[src/rtl/ex_if.sv]
// ex_if: execute-stage bundle between decode/hazard logic and the ex_stage pipeline block.
interface ex_if #(parameter int XLEN = 32, parameter int REGW = 5);
    logic            FlushE, StallE;
    logic            RegWriteD, MemWriteD, JumpD, BranchD, ALUSrcD, InverseBrCondD;
    logic [1:0]      ResultSrcD;
    logic [3:0]      ALUControlD;
    logic [XLEN-1:0] RD1D, RD2D, ImmExtD, PCD, PCPlus4D;
    logic [REGW-1:0] Rs1D, Rs2D, RdD;
    logic [1:0]      ForwardAE, ForwardBE;
    logic [XLEN-1:0] ALUResultM_fwd, ResultW;
    logic            PCSrcE;
    logic [XLEN-1:0] PCTargetE;
    logic [REGW-1:0] Rs1E, Rs2E, RdE;
    logic            ResultSrcE0;
    logic            RegWriteM, MemWriteM;
    logic [1:0]      ResultSrcM;
    logic [XLEN-1:0] ALUResultM, WriteDataM, PCPlus4M;
    logic [REGW-1:0] RdM;
    modport slave (
        input  FlushE, StallE, RegWriteD, MemWriteD, JumpD, BranchD, ALUSrcD, InverseBrCondD,
               ResultSrcD, ALUControlD, RD1D, RD2D, ImmExtD, PCD, PCPlus4D, Rs1D, Rs2D, RdD,
               ForwardAE, ForwardBE, ALUResultM_fwd, ResultW,
        output PCSrcE, PCTargetE, Rs1E, Rs2E, RdE, ResultSrcE0, RegWriteM, MemWriteM,
               ResultSrcM, ALUResultM, WriteDataM, PCPlus4M, RdM
    );
    modport master (
        output FlushE, StallE, RegWriteD, MemWriteD, JumpD, BranchD, ALUSrcD, InverseBrCondD,
               ResultSrcD, ALUControlD, RD1D, RD2D, ImmExtD, PCD, PCPlus4D, Rs1D, Rs2D, RdD,
               ForwardAE, ForwardBE, ALUResultM_fwd, ResultW,
        input  PCSrcE, PCTargetE, Rs1E, Rs2E, RdE, ResultSrcE0, RegWriteM, MemWriteM,
               ResultSrcM, ALUResultM, WriteDataM, PCPlus4M, RdM
    );
endinterface

[src/rtl/ex_stage.sv]
// ex_stage: RV32I execute stage with ID/EX and EX/MEM registers, forwarding, ALU and branch resolve.
// ALU codes: ADD 0, SUB 1, AND 2, OR 3, LESS 5, SLL 6, SRL 7, SRA 8; anything else yields 0.
module ex_stage #(
    parameter int XLEN = 32,
    parameter int REGW = 5
) (
    input logic clk,
    input logic reset,
    ex_if.slave ex
);
    localparam logic [3:0] ALU_ADD = 4'd0, ALU_SUB = 4'd1, ALU_AND = 4'd2, ALU_OR = 4'd3,
                           ALU_LESS = 4'd5, ALU_SLL = 4'd6, ALU_SRL = 4'd7, ALU_SRA = 4'd8;

    typedef struct packed {
        logic            reg_write, mem_write, jump, branch, alu_src, inv;
        logic [1:0]      result_src;
        logic [3:0]      alu_ctrl;
        logic [XLEN-1:0] rd1, rd2, imm, pc, pc4;
        logic [REGW-1:0] rs1, rs2, rd;
    } idex_t;

    typedef struct packed {
        logic            reg_write, mem_write;
        logic [1:0]      result_src;
        logic [XLEN-1:0] alu_res, write_data, pc4;
        logic [REGW-1:0] rd;
    } exmem_t;

    idex_t           d, e;
    exmem_t          m;
    logic [XLEN-1:0] src_a, write_data, src_b, alu;

    assign d = '{ex.RegWriteD, ex.MemWriteD, ex.JumpD, ex.BranchD, ex.ALUSrcD, ex.InverseBrCondD,
                 ex.ResultSrcD, ex.ALUControlD, ex.RD1D, ex.RD2D, ex.ImmExtD, ex.PCD, ex.PCPlus4D,
                 ex.Rs1D, ex.Rs2D, ex.RdD};

    // Flush outranks stall so a squashed instruction can never be held in E.
    always_ff @(posedge clk or posedge reset)
        if (reset) e <= '0;
        else if (ex.FlushE) e <= '0;
        else if (!ex.StallE) e <= d;

    assign src_a      = ex.ForwardAE == 2'b01 ? ex.ResultW :
                        ex.ForwardAE == 2'b10 ? ex.ALUResultM_fwd : e.rd1;
    assign write_data = ex.ForwardBE == 2'b01 ? ex.ResultW :
                        ex.ForwardBE == 2'b10 ? ex.ALUResultM_fwd : e.rd2;
    assign src_b      = e.alu_src ? e.imm : write_data;

    always_comb begin
        alu = '0;
        case (e.alu_ctrl)
            ALU_ADD:  alu = src_a + src_b;
            ALU_SUB:  alu = src_a - src_b;
            ALU_AND:  alu = src_a & src_b;
            ALU_OR:   alu = src_a | src_b;
            ALU_LESS: alu = {{(XLEN-1){1'b0}}, $signed(src_a) < $signed(src_b)};
            ALU_SLL:  alu = src_a << src_b[4:0];
            ALU_SRL:  alu = src_a >> src_b[4:0];
            ALU_SRA:  alu = $unsigned($signed(src_a) >>> src_b[4:0]);
            default:  alu = '0;
        endcase
    end

    assign ex.PCSrcE      = e.jump | (e.branch & ((alu == '0) ^ e.inv));
    assign ex.PCTargetE   = e.pc + e.imm;
    assign ex.Rs1E        = e.rs1;
    assign ex.Rs2E        = e.rs2;
    assign ex.RdE         = e.rd;
    assign ex.ResultSrcE0 = e.result_src[0];

    always_ff @(posedge clk or posedge reset)
        if (reset) m <= '0;
        else m <= '{e.reg_write, e.mem_write, e.result_src, alu, write_data, e.pc4, e.rd};

    assign ex.RegWriteM  = m.reg_write;
    assign ex.MemWriteM  = m.mem_write;
    assign ex.ResultSrcM = m.result_src;
    assign ex.ALUResultM = m.alu_res;
    assign ex.WriteDataM = m.write_data;
    assign ex.PCPlus4M   = m.pc4;
    assign ex.RdM        = m.rd;
endmodule

[src/flat_wrapper.sv]
// flat-port wrapper written by rule: the top's interface ports become plain ports
module ex_stage_flat 
#(
    parameter int XLEN = 32,
    parameter int REGW = 5
)
  (clk, reset, ex_FlushE, ex_StallE, ex_RegWriteD, ex_MemWriteD, ex_JumpD, ex_BranchD, ex_ALUSrcD, ex_InverseBrCondD, ex_ResultSrcD, ex_ALUControlD, ex_RD1D, ex_RD2D, ex_ImmExtD, ex_PCD, ex_PCPlus4D, ex_Rs1D, ex_Rs2D, ex_RdD, ex_ForwardAE, ex_ForwardBE, ex_ALUResultM_fwd, ex_ResultW, ex_PCSrcE, ex_PCTargetE, ex_Rs1E, ex_Rs2E, ex_RdE, ex_ResultSrcE0, ex_RegWriteM, ex_MemWriteM, ex_ResultSrcM, ex_ALUResultM, ex_WriteDataM, ex_PCPlus4M, ex_RdM);
  ex_if #(.XLEN(XLEN), .REGW(REGW)) ex_i ();
  input logic clk;
  input logic reset;
  input wire logic [$bits(ex_i.FlushE)-1:0] ex_FlushE;
  input wire logic [$bits(ex_i.StallE)-1:0] ex_StallE;
  input wire logic [$bits(ex_i.RegWriteD)-1:0] ex_RegWriteD;
  input wire logic [$bits(ex_i.MemWriteD)-1:0] ex_MemWriteD;
  input wire logic [$bits(ex_i.JumpD)-1:0] ex_JumpD;
  input wire logic [$bits(ex_i.BranchD)-1:0] ex_BranchD;
  input wire logic [$bits(ex_i.ALUSrcD)-1:0] ex_ALUSrcD;
  input wire logic [$bits(ex_i.InverseBrCondD)-1:0] ex_InverseBrCondD;
  input wire logic [$bits(ex_i.ResultSrcD)-1:0] ex_ResultSrcD;
  input wire logic [$bits(ex_i.ALUControlD)-1:0] ex_ALUControlD;
  input wire logic [$bits(ex_i.RD1D)-1:0] ex_RD1D;
  input wire logic [$bits(ex_i.RD2D)-1:0] ex_RD2D;
  input wire logic [$bits(ex_i.ImmExtD)-1:0] ex_ImmExtD;
  input wire logic [$bits(ex_i.PCD)-1:0] ex_PCD;
  input wire logic [$bits(ex_i.PCPlus4D)-1:0] ex_PCPlus4D;
  input wire logic [$bits(ex_i.Rs1D)-1:0] ex_Rs1D;
  input wire logic [$bits(ex_i.Rs2D)-1:0] ex_Rs2D;
  input wire logic [$bits(ex_i.RdD)-1:0] ex_RdD;
  input wire logic [$bits(ex_i.ForwardAE)-1:0] ex_ForwardAE;
  input wire logic [$bits(ex_i.ForwardBE)-1:0] ex_ForwardBE;
  input wire logic [$bits(ex_i.ALUResultM_fwd)-1:0] ex_ALUResultM_fwd;
  input wire logic [$bits(ex_i.ResultW)-1:0] ex_ResultW;
  output wire logic [$bits(ex_i.PCSrcE)-1:0] ex_PCSrcE;
  output wire logic [$bits(ex_i.PCTargetE)-1:0] ex_PCTargetE;
  output wire logic [$bits(ex_i.Rs1E)-1:0] ex_Rs1E;
  output wire logic [$bits(ex_i.Rs2E)-1:0] ex_Rs2E;
  output wire logic [$bits(ex_i.RdE)-1:0] ex_RdE;
  output wire logic [$bits(ex_i.ResultSrcE0)-1:0] ex_ResultSrcE0;
  output wire logic [$bits(ex_i.RegWriteM)-1:0] ex_RegWriteM;
  output wire logic [$bits(ex_i.MemWriteM)-1:0] ex_MemWriteM;
  output wire logic [$bits(ex_i.ResultSrcM)-1:0] ex_ResultSrcM;
  output wire logic [$bits(ex_i.ALUResultM)-1:0] ex_ALUResultM;
  output wire logic [$bits(ex_i.WriteDataM)-1:0] ex_WriteDataM;
  output wire logic [$bits(ex_i.PCPlus4M)-1:0] ex_PCPlus4M;
  output wire logic [$bits(ex_i.RdM)-1:0] ex_RdM;
  assign ex_i.FlushE = ex_FlushE;
  assign ex_i.StallE = ex_StallE;
  assign ex_i.RegWriteD = ex_RegWriteD;
  assign ex_i.MemWriteD = ex_MemWriteD;
  assign ex_i.JumpD = ex_JumpD;
  assign ex_i.BranchD = ex_BranchD;
  assign ex_i.ALUSrcD = ex_ALUSrcD;
  assign ex_i.InverseBrCondD = ex_InverseBrCondD;
  assign ex_i.ResultSrcD = ex_ResultSrcD;
  assign ex_i.ALUControlD = ex_ALUControlD;
  assign ex_i.RD1D = ex_RD1D;
  assign ex_i.RD2D = ex_RD2D;
  assign ex_i.ImmExtD = ex_ImmExtD;
  assign ex_i.PCD = ex_PCD;
  assign ex_i.PCPlus4D = ex_PCPlus4D;
  assign ex_i.Rs1D = ex_Rs1D;
  assign ex_i.Rs2D = ex_Rs2D;
  assign ex_i.RdD = ex_RdD;
  assign ex_i.ForwardAE = ex_ForwardAE;
  assign ex_i.ForwardBE = ex_ForwardBE;
  assign ex_i.ALUResultM_fwd = ex_ALUResultM_fwd;
  assign ex_i.ResultW = ex_ResultW;
  assign ex_PCSrcE = ex_i.PCSrcE;
  assign ex_PCTargetE = ex_i.PCTargetE;
  assign ex_Rs1E = ex_i.Rs1E;
  assign ex_Rs2E = ex_i.Rs2E;
  assign ex_RdE = ex_i.RdE;
  assign ex_ResultSrcE0 = ex_i.ResultSrcE0;
  assign ex_RegWriteM = ex_i.RegWriteM;
  assign ex_MemWriteM = ex_i.MemWriteM;
  assign ex_ResultSrcM = ex_i.ResultSrcM;
  assign ex_ALUResultM = ex_i.ALUResultM;
  assign ex_WriteDataM = ex_i.WriteDataM;
  assign ex_PCPlus4M = ex_i.PCPlus4M;
  assign ex_RdM = ex_i.RdM;
  ex_stage #(.XLEN(XLEN), .REGW(REGW)) u_core (.clk(clk), .reset(reset), .ex(ex_i));
endmodule
[config.mk]
export PLATFORM = sky130hd
export DESIGN_NAME = ex_stage_flat
export DESIGN_NICKNAME = d
export VERILOG_FILES = /design/src/rtl/ex_if.sv /design/src/rtl/ex_stage.sv /design/src/flat_wrapper.sv
export SDC_FILE = /design/constraint.sdc
export NUM_CORES = 1
export LEC_CHECK = 0
export ABC_AREA = 1
export BUFFER_PORTS_ARGS = -buffer_cell sky130_fd_sc_hd__buf_4
export CORE_ASPECT_RATIO = 0.75
export CORE_UTILIZATION = 40
export CTS_CLUSTER_DIAMETER = 200
export DETAILED_ROUTE_END_ITERATION = 8
export PLACE_DENSITY_LB_ADDON = 0.15
export SETUP_SLACK_MARGIN = 0.3
export SLEW_MARGIN = 20
export SYNTH_ARGS = -nofsm -noshare
export SYNTH_HDL_FRONTEND = slang
export SYNTH_SLANG_ARGS = --single-unit
[constraint.sdc]
create_clock -name clk -period 13.1 [get_ports clk]
set_clock_uncertainty 0.05 [all_clocks]
set_input_delay 0.655 -clock clk [delete_from_list [all_inputs] [get_ports clk]]
set_output_delay 0.655 -clock clk [all_outputs]
set_load 0.05 [all_outputs]
Word-level counts from Yosys, hierarchy flattened
Index checks and enable logic that the tools add are counted.
{"block": "word_totals", "regBits": 292, "in_bits": 259}
{"block": "op_classes", "add_sub_neg": 3, "n_lt_le_gt_ge": 1, "n_eq_ne": 12, "shifts": 3, "mux": 8, "bitwise": 5, "reduce_logical": 2}
{"operator": "187-bit two-way mux", "count": 2}
{"operator": "32-bit case mux with 8 select lines", "count": 1}
{"operator": "32-bit two-way mux", "count": 5}
{"operator": "32-bit adder", "count": 2}
{"operator": "32-bit AND", "count": 1}
{"operator": "32-bit logical NOT", "count": 1}
{"operator": "32-bit less-than comparator", "count": 1}
{"operator": "32-bit OR", "count": 1}
{"operator": "32-bit by 5-bit << shifter with 32-bit output", "count": 1}
{"operator": "32-bit by 5-bit right shift with 32-bit output", "count": 1}
{"operator": "32-bit by 5-bit >>> shifter with 32-bit output", "count": 1}
{"operator": "32-bit subtractor", "count": 1}
{"operator": "4-bit by 3-bit equality test with 1-bit output, second input constant", "count": 3}
{"operator": "4-bit by 2-bit equality test with 1-bit output, second input constant", "count": 2}
{"operator": "2-bit by 1-bit equality test with 1-bit output, second input constant", "count": 2}
{"operator": "2-bit equality test, second input constant", "count": 2}
{"operator": "4-bit by 1-bit equality test with 1-bit output, second input constant", "count": 1}
{"operator": "4-bit equality test, second input constant", "count": 1}
{"operator": "4-bit logical NOT", "count": 1}
{"operator": "2-bit != test, second input constant", "count": 1}
{"operator": "1-bit AND", "count": 1}
{"operator": "1-bit OR", "count": 1}
{"operator": "1-bit XOR", "count": 1}

Depth between registers and ports, before layout
{"block": "logic_depth", "ltp_word": 10, "depth_mapped": 34}

Least setup slack after synthesis
Ideal clock, no wire load.
{"block": "synth_timing", "kind": "input to output", "start": "in ex_ForwardBE[1]", "end": "out ex_PCSrcE", "arrival_ns": 4.217, "required_ns": 12.395, "slack_ns": 8.178, "stages": 29, "path_buffers": 4, "path_cell_list": "inv_2 > nand2_2 > buf_6 > nand3_1 > nand3_1 > nand2_1 > buf_2 > buf_1 > ha_1 > buf_2 > or2_0 > o21ai_2 > nand2_1 > nand2_1 > inv_1 > o21ai_1 > a21oi_1 > or2_1 > nand3_1 > nand3_1 > nor2_1 > nand2_1 > nor2_1 > nand2_1 > nor2_2 > nand2_1 > nand2_1 > nand3_1 > nand2_1"}
{"block": "synth_between", "elab_chain_len": 10, "word_cells_on_any_way": 18, "cone_classes": "add/sub: 2; order compare: 1; eq/ne: 2; shift: 3; mux: 4; bitwise: 5; reduce/logical: 1"}
{"item": "start: declaration", "line_no": "flat_wrapper.sv:30", "text": "input wire logic [$bits(ex_i.ForwardBE)-1:0] ex_ForwardBE;"}
{"item": "2-bit equality test", "line_no": "ex_stage.sv:46", "text": "ex.ForwardBE == 2'b10 ? ex.ALUResultM_fwd : e.rd2;"}
{"item": "32-bit two-way mux", "line_no": "ex_stage.sv:46"}
{"item": "32-bit two-way mux *", "line_no": "ex_stage.sv:45", "text": "assign write_data = ex.ForwardBE == 2'b01 ? ex.ResultW :"}
{"item": "32-bit two-way mux *", "line_no": "ex_stage.sv:47", "text": "assign src_b = e.alu_src ? e.imm : write_data;"}
{"item": "32-bit subtractor, or another cell as far along", "line_no": "ex_stage.sv:53", "text": "ALU_SUB: alu = src_a - src_b;"}
{"item": "32-bit case mux with 8 select lines *", "line_no": "ex_stage.sv:51", "text": "case (e.alu_ctrl)"}
{"item": "32-bit logical NOT *", "line_no": "ex_stage.sv:64", "text": "assign ex.PCSrcE = e.jump | (e.branch & ((alu == '0) ^ e.inv));"}
{"item": "1-bit XOR *", "line_no": "ex_stage.sv:64"}
{"item": "1-bit AND *", "line_no": "ex_stage.sv:64"}
{"item": "1-bit OR *", "line_no": "ex_stage.sv:64"}
{"item": "end: declaration", "line_no": "flat_wrapper.sv:33", "text": "output wire logic [$bits(ex_i.PCSrcE)-1:0] ex_PCSrcE;"}
Every way passes the cells marked *; elsewhere a longest branch is shown, timed or not.

Worst setup path after layout
Same ends and word-level chain as after synthesis.

==> metrics list <==
* Outcome: completed
- Cell count of the worst reg-to-reg path: 18
- Crit path capture type: output port
- Of the available clock period, the critical path in the final layout requires 0.574.
* First-iteration detailed-routing DRC count: 3681
* # rows: 76
- Clock transition at path regs: 0.06 ns
- Deepest level of the CTS H-tree: 2
- Setup violations remaining at the end of the flow were counted as 0.
* Total routing usage reported by global routing: 0.371
- STA classifies the critical path startpoint as an input port.
* Maximum number of pins on one net before global-route repair: 108
- Number of remaining DRC errors: 0
- The worst setup path is of the in -> out kind.
- RSZ-0062 raised after global routing: false
* Share of async-settable or async-resettable flops after synthesis: 1.00
- Area inside the core boundary: between 50000 and 60000 sq um
- Height of the die: 211 um
- Once the clock tree was built, the setup fixing pass inserted 0 buffers.
* Clock tree root driver cell: sky130_fd_sc_hd__clkbuf_16
- Of the cells placed in the final design, the portion with a size suffix greater than 1 is 0.154.
- The number of clock buffers added by TritonCTS is 34.
* Fill cells: 6038
- Data arrival time of the critical path: slightly below 7 ns
- In the synthesized netlist the dominant register cell turns out to be sky130_fd_sc_hd__dfrtp_1.
- Die X-Extent: 281 um
* Worst hold path type: in -> async
- Of the post-synthesis cell area, the dominant cell type holds 0.313.
* Global-route wire length before repair: 161000 um
* Total negative slack for setup checks: 0 ns
- Highest cell delay on the worst timing path: between 0.5 and 0.6 ns
* Post-Synthesis Cells: 3535
- Count of flip-flops with a built-in enable after synthesis: 0
- The die covers 59400 sq um.
- The finished layout holds around 4600 standard cells, fillers aside.
- Dpl hpwl: 88100 um
* Top fanout value on the critical path: 40
- The synthesized netlist contains 53 unique library cells.
- Cell Pwr Density: 132 nW/um^2
- Synthesized area divided by synthesized cell count: 6.61 sq um
- In the routed layout, each cell is associated on average with a via count of approximately 5.7.
- For this block, the routed nets add up to roughly 110000 um of wire.
- For this run, the register share of the synthesized area comes to 0.313.
* Area Overhead vs Synth: 19.2%
- Hold violation total from the final report: 0
* Area leader, netlist: sky130_fd_sc_hd__dfrtp_1
- The number of placed instances, taps included, is between 4000 and 5000.
* Leak: 14.7 nW
- Sorting the synthesized cells by area gives the leading types as sky130_fd_sc_hd__dfrtp_1, sky130_fd_sc_hd__nand3_1, sky130_fd_sc_hd__nand2_1.
* Yosys Warn Count: 0
- Counting stages on the worst path, the most repeated cell is sky130_fd_sc_hd__nand2_1.
* Netlist area before placement: 23400 sq um
* Reg-to-reg setup timing slack: 8.01 ns
* Number of primary I/O pins: 413
- Via count of the first global-routing pass: 23800
- Max-cap check violation count: 0
- Buffers inserted to repair hold after CTS numbered 0.
* Top-count cell post-synth: sky130_fd_sc_hd__nand2_1
* Clock latency on the worst-skew pair: roughly 0.56 ns
- The routed layout has 26400 vias.
- Flip-flop and latch count after synthesis: roughly 300
- Input and output buffers added on the ports amount to around 410.
- In this run the tightest slew margin relative to its limit is 0.164.
- Number of antenna-violating nets in the routed design: 0
* Clock sink count: 292
- The first detailed-routing pass ran for 9 iterations.
- Gates resized during post-CTS repair numbered 0.
* GRT overflow: 0
- Net count of the mapped netlist: between 3000 and 4000
- The number of antenna violations at the first check in global routing is 13.
- TritonCTS clock tree: built
- The final layout contains about 4200 nets.
- Fin crit period: 7.52 ns
- Slew of the pin with the lowest slew margin: between 1 and 1.5 ns
- Final weighted congestion of routability-driven global placement: 1.04
- The final max-slew violation count is 0.
- IR drop worst, VDD: between 0.1 and 0.15 mV
- Maximum buffer depth of the clock tree: 3
- The largest individual stage delay along the critical path comes from the cell sky130_fd_sc_hd__nand2_2.
- Timing would allow up to 133 MHz.
- Required time of the critical path: 12.40 ns
- Most used standard cells in the synthesized netlist: sky130_fd_sc_hd__nand2_1, sky130_fd_sc_hd__nand3_1, sky130_fd_sc_hd__inv_1
* Post-DR wirelength/cell: 24.2 um
- For this configuration, the core starts out at a cell density of 0.406.
## cell families (layout without fill, tap and decap cells)
| family | after synthesis | after routing | synth area share |
|---|---|---|---|
| compound gates | 594 | 594 | 0.135 |
| xor+xnor | 39 | 39 | 0.0146 |
| fa+ha+maj | 145 | 145 | 0.0786 |
| buf+inv | 582 | 883 | 0.104 |
| flops | 292 | 292 | 0.313 |
| other cells | 0 | 7 | 0 |
| simple gates | 1883 | 1883 | 0.355 |
## final timing paths
check                                                end             from
worst min register to register     u_core.ex.PCPlus4M[4]     u_core.e[19]
max in group asynchronous       u_core.ex.ALUResultM[31]            reset
worst max-delay path                           ex_PCSrcE  ex_ForwardBE[1]
min in group clk                           u_core.e[166]      ex_RD1D[23]
worst max register to register  u_core.ex.ALUResultM[30]    u_core.e[182]
worst min-delay path                        u_core.e[31]            reset
## worst max-delay path: cells and delay by family
kind,cells,cell delay (ns)
AND/OR/NAND/NOR,17,3.11
buffers and inverters,6,1.44
adder cells (fa/ha/maj),1,0.42
AO/OA/AOI/OAI,5,1.13
## power breakdown
| group | internal (mW) | leakage (nW) | total (mW) | switching (mW) |
|---|---|---|---|---|
| clock | 0.555 | 0.542 | 0.981 | 0.426 |
| sequential | 0.986 | 3.79 | 1.02 | 0.0387 |
| combinational | 0.453 | 10.3 | 1.68 | 1.22 |
| total | 1.99 | 14.7 | 3.68 | 1.69 |
## cell type report
type | count | area [sq um] | share of cell area
antenna | 7 | 17.5 | 0.000629
clock buffer | 42 | 932 | 0.0335
multi-input combinational | 2661 | 13700 | 0.491
inverter | 381 | 1450 | 0.0520
tap | 780 | 976 | 0.0350
sequential | 292 | 7310 | 0.262
timing repair buffer | 441 | 3310 | 0.119
clock inverter | 19 | 195 | 0.00701
## cell usage in the layout, fill, tap and decap left out, types with 9 or more instances in the layout
master,instances
sky130_fd_sc_hd__nor2_1,352
sky130_fd_sc_hd__inv_1,367
sky130_fd_sc_hd__nand2_1,727
sky130_fd_sc_hd__buf_4,441
sky130_fd_sc_hd__nand2_2,33
sky130_fd_sc_hd__nand3_1,675
sky130_fd_sc_hd__o21ai_0,330
sky130_fd_sc_hd__o22ai_1,14
sky130_fd_sc_hd__inv_2,9
sky130_fd_sc_hd__o21bai_1,12
sky130_fd_sc_hd__nor3_1,17
sky130_fd_sc_hd__nand3_2,17
sky130_fd_sc_hd__xor2_1,31
sky130_fd_sc_hd__nand4_1,25
sky130_fd_sc_hd__clkbuf_16,35
sky130_fd_sc_hd__or2_2,10
sky130_fd_sc_hd__ha_1,142
sky130_fd_sc_hd__o21ai_1,9
sky130_fd_sc_hd__a21oi_1,174
sky130_fd_sc_hd__dfrtp_1,292
## sequential cells by signal (all words and copies together), names as in the netlist, 2 cells and up
name / count
u_core.ex.ALUResultM: 32
u_core.ex.ResultSrcM: 2
u_core.ex.Rs1E: 5
u_core.ex.RdE: 5
u_core.ex.RdM: 5
u_core.ex.PCPlus4M: 32
u_core.ex.Rs2E: 5
u_core.ex.WriteDataM: 32
u_core.e: 171
## metal layers
metal	global-route usage	part of all wire
met1	0.545	0.44
met2	0.534	0.41
met3	0.102	0.12
met4	0.0878	0.023
met5	0	0.00034
## metrics by stage
| step | setup WS (ns) | power (mW) | hold slack [ns] | area, sq um | util |
|---|---|---|---|---|---|
| floorplan | 4.33 | 2.10 | 0.304 | 23400 | - |
| global placement | 5.92 | 2.67 | 0.308 | 26700 | 0.464 |
| detailed placement | 5.86 | 2.66 | 0.311 | 26700 | 0.464 |
| CTS | 5.83 | 3.65 | 0.196 | 27800 | 0.484 |
| global route | 5.16 | 3.85 | 0.231 | 27900 | 0.484 |
| finish | 5.58 | 3.68 | 0.180 | 27900 | 0.484 |
No activity file was read; power rests on OpenSTA's default activity.
